`src/rtl/game_pkg.sv`:
```
// Shared note-game definitions: note encoding, sequencer states and display/game modes.
// Latency: n/a (declarations only).
// Backpressure: n/a.
package game_pkg;

  localparam int NOTE_BITS = 7;

  // Note code 0 is silence; 7'h7F in the song ROM terminates a song early.
  localparam logic [NOTE_BITS-1:0] REST_NOTE = 7'h00;
  localparam logic [NOTE_BITS-1:0] END_NOTE  = 7'h7F;

  typedef enum logic [2:0] {
    S_IDLE  = 3'd0,
    S_FETCH = 3'd1,
    S_LOAD  = 3'd2,
    S_PLAY  = 3'd3,
    S_DONE  = 3'd4
  } seq_state_t;

  // Top-level game modes, shared with game_controller and the VGA front end.
  typedef enum logic [1:0] {
    GAME_MENU   = 2'd0,
    GAME_PLAY   = 2'd1,
    GAME_RESULT = 2'd2
  } game_state_t;

  localparam logic [1:0] VGA_MODE_MENU  = 2'd0;
  localparam logic [1:0] VGA_MODE_NOTES = 2'd1;
  localparam logic [1:0] VGA_MODE_SCORE = 2'd2;

endpackage

```
`src/rtl/song_sequencer_interval_pulse.sv`:
```
// Free-running modulo-PERIOD counter with synchronous clear and enable; tick marks the wrap cycle.
// Latency: tick is combinational from the count, asserted in the cycle the count sits at PERIOD-1.
// Backpressure: en_i low freezes the count and suppresses the tick.
module interval_pulse #(
  parameter int PERIOD = 5,
  localparam int W = (PERIOD > 1) ? $clog2(PERIOD) : 1
) (
  input  logic clk_i,
  input  logic rst_ni,
  input  logic clr_i,
  input  logic en_i,
  output logic tick_o
);

  logic [W-1:0] count_q;
  logic         at_top;

  assign at_top = (count_q == W'(PERIOD - 1));
  assign tick_o = en_i && at_top;

  // Count enabled cycles, wrapping to zero after PERIOD-1; clear has priority.
  always_ff @(posedge clk_i or negedge rst_ni) begin
    if (!rst_ni) begin
      count_q <= '0;
    end else if (clr_i) begin
      count_q <= '0;
    end else if (en_i) begin
      count_q <= at_top ? '0 : count_q + W'(1);
    end
  end

endmodule

```
`src/rtl/song_sequencer.sv`:
```
// Song playback and scoring: fetches notes from a 1-cycle song ROM, holds each NOTE_CYCLES, scores player samples.
// Latency: start -> first note on 'note' with playing=1 three cycles later; 2 fetch cycles between notes.
// Backpressure: pause (level) freezes counters/score in PLAY; abort returns to IDLE from any state.
module song_sequencer
  import game_pkg::*;
#(
  parameter int NUM_SONGS        = 4,
  parameter int MAX_NOTES        = 256,
  parameter int NOTE_BITS        = game_pkg::NOTE_BITS,
  parameter int NOTE_CYCLES      = 50_000_000,
  parameter int SAMPLES_PER_NOTE = 5,
  parameter int SCORE_BITS       = 10,
  parameter int SONG_BITS        = (NUM_SONGS > 1) ? $clog2(NUM_SONGS) : 1,
  localparam int IDX_BITS        = (MAX_NOTES > 1) ? $clog2(MAX_NOTES) : 1
) (
  input  logic                          clk_in,
  input  logic                          rst_in,
  input  logic                          start,
  input  logic [SONG_BITS-1:0]          song_id,
  input  logic                          pause,
  input  logic                          abort,
  input  logic [NOTE_BITS-1:0]          player_note,
  output logic [SONG_BITS+IDX_BITS-1:0] rom_addr,
  input  logic [NOTE_BITS-1:0]          rom_data,
  output logic [NOTE_BITS-1:0]          note,
  output logic [IDX_BITS-1:0]           note_idx,
  output logic                          playing,
  output logic                          done,
  output logic                          hit,
  output logic [SCORE_BITS-1:0]         score
);

  localparam int SAMPLE_INTERVAL = NOTE_CYCLES / SAMPLES_PER_NOTE;
  // Samples are only taken inside the first SAMPLES_PER_NOTE whole intervals of a note.
  localparam int SAMPLE_SPAN     = SAMPLE_INTERVAL * SAMPLES_PER_NOTE;
  localparam int CNT_W           = (NOTE_CYCLES > 1) ? $clog2(NOTE_CYCLES) : 1;

  localparam logic [SONG_BITS:0]     SONG_LIMIT = (SONG_BITS + 1)'(NUM_SONGS);
  localparam logic [SONG_BITS-1:0]   SONG_LAST  = SONG_BITS'(NUM_SONGS - 1);
  localparam logic [IDX_BITS-1:0]    IDX_LAST   = IDX_BITS'(MAX_NOTES - 1);
  localparam logic [CNT_W-1:0]       CYC_LAST   = CNT_W'(NOTE_CYCLES - 1);
  localparam logic [SCORE_BITS-1:0]  SCORE_MAX  = '1;
  localparam logic [NOTE_BITS-1:0]   NOTE_REST  = NOTE_BITS'(REST_NOTE);
  localparam logic [NOTE_BITS-1:0]   NOTE_END   = NOTE_BITS'(END_NOTE);

  seq_state_t                  state_q;
  logic [SONG_BITS-1:0]        song_q;
  logic [IDX_BITS-1:0]         idx_q;
  logic [SONG_BITS+IDX_BITS-1:0] rom_addr_q;
  logic [NOTE_BITS-1:0]        note_q;
  logic [CNT_W-1:0]            cyc_q;
  logic [SCORE_BITS-1:0]       score_q, score_d;
  logic                        playing_q, done_q;

  logic [SONG_BITS-1:0]        song_sel;
  logic [IDX_BITS-1:0]         idx_next;
  logic                        play_active, sample_en, sample_tick, note_match;

  assign song_sel    = ({1'b0, song_id} >= SONG_LIMIT) ? SONG_LAST : song_id;
  assign idx_next    = idx_q + IDX_BITS'(1);
  assign play_active = (state_q == S_PLAY) && !pause;
  assign sample_en   = play_active && ({1'b0, cyc_q} < (CNT_W + 1)'(SAMPLE_SPAN));
  assign note_match  = (player_note == note_q) && (note_q != NOTE_REST);
  assign hit         = sample_tick && note_match;
  assign score_d     = (hit && (score_q != SCORE_MAX)) ? score_q + SCORE_BITS'(1) : score_q;

  // Sample tick restarts with every freshly loaded note.
  interval_pulse #(
    .PERIOD (SAMPLE_INTERVAL)
  ) u_sample_tick (
    .clk_i  (clk_in),
    .rst_ni (rst_in),
    .clr_i  (state_q == S_LOAD),
    .en_i   (sample_en),
    .tick_o (sample_tick)
  );

  // Sequencer FSM: song fetch, note hold, scoring and end-of-song detection.
  always_ff @(posedge clk_in or negedge rst_in) begin
    if (!rst_in) begin
      state_q    <= S_IDLE;
      song_q     <= '0;
      idx_q      <= '0;
      rom_addr_q <= '0;
      note_q     <= NOTE_REST;
      cyc_q      <= '0;
      score_q    <= '0;
      playing_q  <= 1'b0;
      done_q     <= 1'b0;
    end else if (abort) begin
      // Score is deliberately kept so the display can still show it.
      state_q   <= S_IDLE;
      note_q    <= NOTE_REST;
      playing_q <= 1'b0;
      done_q    <= 1'b0;
    end else begin
      case (state_q)
        S_IDLE, S_DONE: begin
          if (start) begin
            song_q     <= song_sel;
            idx_q      <= '0;
            score_q    <= '0;
            rom_addr_q <= {song_sel, {IDX_BITS{1'b0}}};
            done_q     <= 1'b0;
            state_q    <= S_FETCH;
          end
        end
        S_FETCH: begin
          state_q <= S_LOAD;
        end
        S_LOAD: begin
          if (rom_data == NOTE_END) begin
            note_q  <= NOTE_REST;
            done_q  <= 1'b1;
            state_q <= S_DONE;
          end else begin
            note_q    <= rom_data;
            cyc_q     <= '0;
            playing_q <= 1'b1;
            state_q   <= S_PLAY;
          end
        end
        S_PLAY: begin
          if (!pause) begin
            score_q <= score_d;
            if (cyc_q == CYC_LAST) begin
              playing_q <= 1'b0;
              if (idx_q == IDX_LAST) begin
                note_q  <= NOTE_REST;
                done_q  <= 1'b1;
                state_q <= S_DONE;
              end else begin
                idx_q      <= idx_next;
                rom_addr_q <= {song_q, idx_next};
                state_q    <= S_FETCH;
              end
            end else begin
              cyc_q <= cyc_q + CNT_W'(1);
            end
          end
        end
        default: state_q <= S_IDLE;
      endcase
    end
  end

  assign rom_addr = rom_addr_q;
  assign note     = note_q;
  assign note_idx = idx_q;
  assign playing  = playing_q;
  assign done     = done_q;
  assign score    = score_q;

endmodule

```
`config.mk`:
```
export PLATFORM = sky130hd
export DESIGN_NAME = song_sequencer
export DESIGN_NICKNAME = d
export VERILOG_FILES = /design/src/rtl/game_pkg.sv /design/src/rtl/song_sequencer_interval_pulse.sv /design/src/rtl/song_sequencer.sv
export SDC_FILE = /design/constraint.sdc
export NUM_CORES = 1
export LEC_CHECK = 0
export ABC_CLOCK_PERIOD_IN_PS = 2900
export CAP_MARGIN = 20
export CORE_MARGIN = 1.5
export CORE_UTILIZATION = 30
export CTS_CLUSTER_DIAMETER = 120
export DETAILED_ROUTE_END_ITERATION = 12
export PLACE_DENSITY = 0.59
export SLEW_MARGIN = 10
export SYNTH_ARGS = -nofsm -noshare
export SYNTH_HDL_FRONTEND = slang
export SYNTH_SLANG_ARGS = --single-unit
```
`constraint.sdc`:
```
create_clock -name clk_in -period 2.9 [get_ports clk_in]
set_input_delay 0.58 -clock clk_in [delete_from_list [all_inputs] [get_ports clk_in]]
set_output_delay 0.58 -clock clk_in [all_outputs]
set_load 0.03 [all_outputs]
```
==> flow_metrics.py <==
metrics = {
    "power_and_ir_drop": {
        "pwr-share-clk_pct": 41.2,
        "p_switching_uw": 728,
        "vdd_drop_max_mv": 0.392,
        "pwr-share-comb_pct": 13.6,
        "pwr-share-seq_pct": 45.2,
        "power_uw": 2800,
        "switching_share_pct": 26.0,
        "p_int_uw": 2070,
        "power_density_mw_per_mm2": 468,
        "total_leakage_power_uw": 0.00248,
    },
    "die": {
        "die-area_mm2": 0.0169,
        "core_area_mm2": 0.0158,
        "die_h_um": 130,
        "die_x_um": 130,
        "initial_core_util_pct": 30.6,
        "ios": 59,
        "rows": 46,
    },
    "setup_path": {
        "crit_chain": "clkdlybuf4s50_1 > xor2_1 > nor4_1 > nand3_1 > nor3_2 > buf_4",
        "r2r-start": "cyc_q[0]$_DFFE_PN0P_",
        "crit_path_start_kind": "primary input",
        "reg2reg_depth": 7,
        "crit_start": "player_note[6]",
        "critPathMaxStageDelay_ns": 0.41,
        "crit_required_ns": 2.32,
        "path_class": "in -> out",
        "worst_path_max_delay_cell": "clkdlybuf4s50_1",
        "r2r_slack_ns": 0.48,
        "crit_fanout": 2,
        "r2r-end": "note[1]$_DFFE_PN0P_",
        "critPathArrivalTime_ns": 2.20,
        "end_kind": "output port",
    },
    "finish": {
        "fin_area_mm2": 0.00599,
        "drive_gt1_share_pct": 11.0,
        "multiInputGateArea_mm2": 0.00256,
        "diodes": 0,
        "seq_area_mm2": 0.00210,
        "n_fill_cell": 1574,
        "stdcell_count": 815,
        "nets": 621,
        "areaGrowthSynthToFinish_pct": 23.7,
    },
    "timing": {
        "tightest_slew_ns": 0.893,
        "setup_viol": 0,
        "hold_viol_final": 0,
        "fin_hold_ws_ns": 0.229,
        "setup_tns_ns": 0,
        "timing.slew.headroom_pct": 40.5,
        "timing.fmax_mhz": 360,
        "slew_viol_final": 0,
        "rsz0062_at_grt": "no",
        "finalCritPeriodShare_pct": 95.8,
        "min_period_ns": 2.78,
        "finClkSkew_ns": 0.00638,
    },
    "status": {
        "status": "finished, final reports clean",
    },
    "synthesis": {
        "postSynthNetCount": 563,
        "synth_async_sr_flop_share_pct": 100,
        "yosys.area.top_type": "dfrtp_1",
        "seq_area_frac_synth_pct": 43.4,
        "synth_edf_count": 0,
        "synth-xor-area-share_pct": 5.97,
        "synth_top_family_by_area": "simple AND/OR/NAND/NOR gates",
        "synthFlopType": "dfrtp_1",
        "synth_seq_cells": 84,
        "synth_compound_area_share_pct": 14.9,
        "avgSynthCellArea_um2": 9.00,
        "synth_area_mm2": 0.00484,
        "synthMostInstantiatedCell": "dfrtp_1",
        "synth.distinct_cells": 63,
        "synthCells": 538,
        "synthSimpleGateAreaFrac_pct": 29.6,
        "synth.top_cell.area_share_pct": 43.4,
        "synth_fa_ha_area_share_pct": 1.03,
        "synthTopCellsByArea": "dfrtp_1 43%, nand2_1 5.1%, xor2_1 4.3%, nor2_1 4.3%, nand3_1 4.0%",
        "synthTopCellsByCount": "84 x dfrtp_1, 66 x nand2_1, 55 x nor2_1, 39 x nand3_1, 27 x nand4_1",
        "synth_warnings": 0,
        "synthMuxAreaShare_pct": 0.852,
    },
    "clocking": {
        "cts_root_buffer": "clkbuf_16",
        "cts_tree": "done",
        "cts_hold_buf": 0,
        "cts_buffer_depth": 2,
        "cts.sinks": 84,
        "insertion_delay_ns": 0.35,
        "clk_pin_slew_ns": 0.06,
        "cts_made_buffers": 9,
        "cts.htree.levels": 3,
    },
    "grt": {
        "grt_pass1_wl_um": 20700,
        "grt_overflow": 0,
        "grt_max_degree": 46,
        "antenna_found_initial": 0,
        "grt_pass1_vias": 4117,
        "grtUsageTotal_pct": 15.6,
    },
    "route": {
        "vias_per_cell": 5.24,
        "antenna_left": 0,
        "drtPass1Iterations": 5,
        "wirelength_um": 12400,
        "vias": 4273,
        "dr.first_iter.drc_count": 327,
        "wire_per_inst_um": 15.3,
        "drc_errors": 0,
    },
    "hold_path": {
        "hold_class": "in -> async",
    },
    "placed_design": {
        "io_buffers": 58,
        "place_congestion": 0.826,
        "place_area_mm2": 0.00569,
        "dpl.cell_count": 801,
        "dpl.hpwl_um": 8760,
    },
    "flow_run": {
        "cap_violations": 0,
    },
}
[power by group through the flow]
stage | logic (uW) | registers [uW] | clock network, uW
final | 381 | 1270 | 1150
after detailed placement | 381 | 1290 | 0
after floorplan | 182 | 1310 | 0
after global placement | 378 | 1290 | 0
after CTS | 384 | 1270 | 1190
after global routing | 417 | 1280 | 1240
[kinds of logic after synthesis]
family / Yosys count
DFF: 84
xor gates and xnor gates: 33
AOI/OAI and AO/OA: 107
and+or+nand+nor: 267
adders and majority gates: 4
buffers and inverters: 39
muxes: 4
[cell usage in the layout (no fill, tap or decap), drive strengths merged, types with 8 or more instances in the layout]
cell type,netlist,layout
a21oi,21,21
nor3,18,18
clkdlybuf4s50,0,56
and4,9,9
clkbuf,11,12
nand3,39,39
xor2,24,24
xnor2,9,9
nor2,55,55
dfrtp,84,84
a31oi,8,8
nand4,29,29
o31ai,9,9
and3,16,16
o21ai,25,25
o211ai,10,10
nand2,66,66
buf,21,23
[per-stage QoR]
stage	utilization (%)	setup WS, ns
5_1_grt	37.9	0.0284
3_3_place_gp	35.9	0.0193
3_5_place_dp	35.9	0.00699
2_1_floorplan	-	0.138
6_report	37.9	0.121
4_1_cts	37.8	0.0806
[worst max-delay path by stage]
stage          endpoint
3_5_place_dp        hit
5_1_grt             hit
3_3_place_gp        hit
2_1_floorplan       hit
6_report            hit
4_1_cts             hit
[layer usage]
layer | routed length [um] | GRT usage [%] | part of all wire, %
met5 | 0 | 0 | 0
met4 | 202 | 6.21 | 1.6
met3 | 617 | 2.75 | 5.0
met2 | 5680 | 24.5 | 46
met1 | 5950 | 21.3 | 48
[area by class of cell]
type,instances,share of cell area [%]
multi-input cells,415,42.7
flip-flops and latches,84,35.1
repair buffers,79,12.4
well taps,216,4.51
clock buffers,12,4.28
clock inverters,2,0.585
inverters,7,0.438
[sequential cells by signal, summed over array words and instances, names as in the netlist]
register	flops
done	1
cyc_q	26
note	7
playing	1
state_q	3
u_sample_tick.count_q	24
song_q	2
rom_addr	3
note_idx	7
score	10
[repair_timing]
action                     4_1_cts  5_1_grt
pin swaps                        0        1
cloned                           0        0
buffers inserted                 0        0
resized for setup                2        2
setup endpoints to repair        1        1
[critical path, delay by kind of cell]
family / cells / cell delay, ns
XOR/XNOR: 1 / 0.16
AND/OR/NAND/NOR: 3 / 0.84
buffers and inverters: 2 / 0.61
Power figures use the tool's default switching activity.
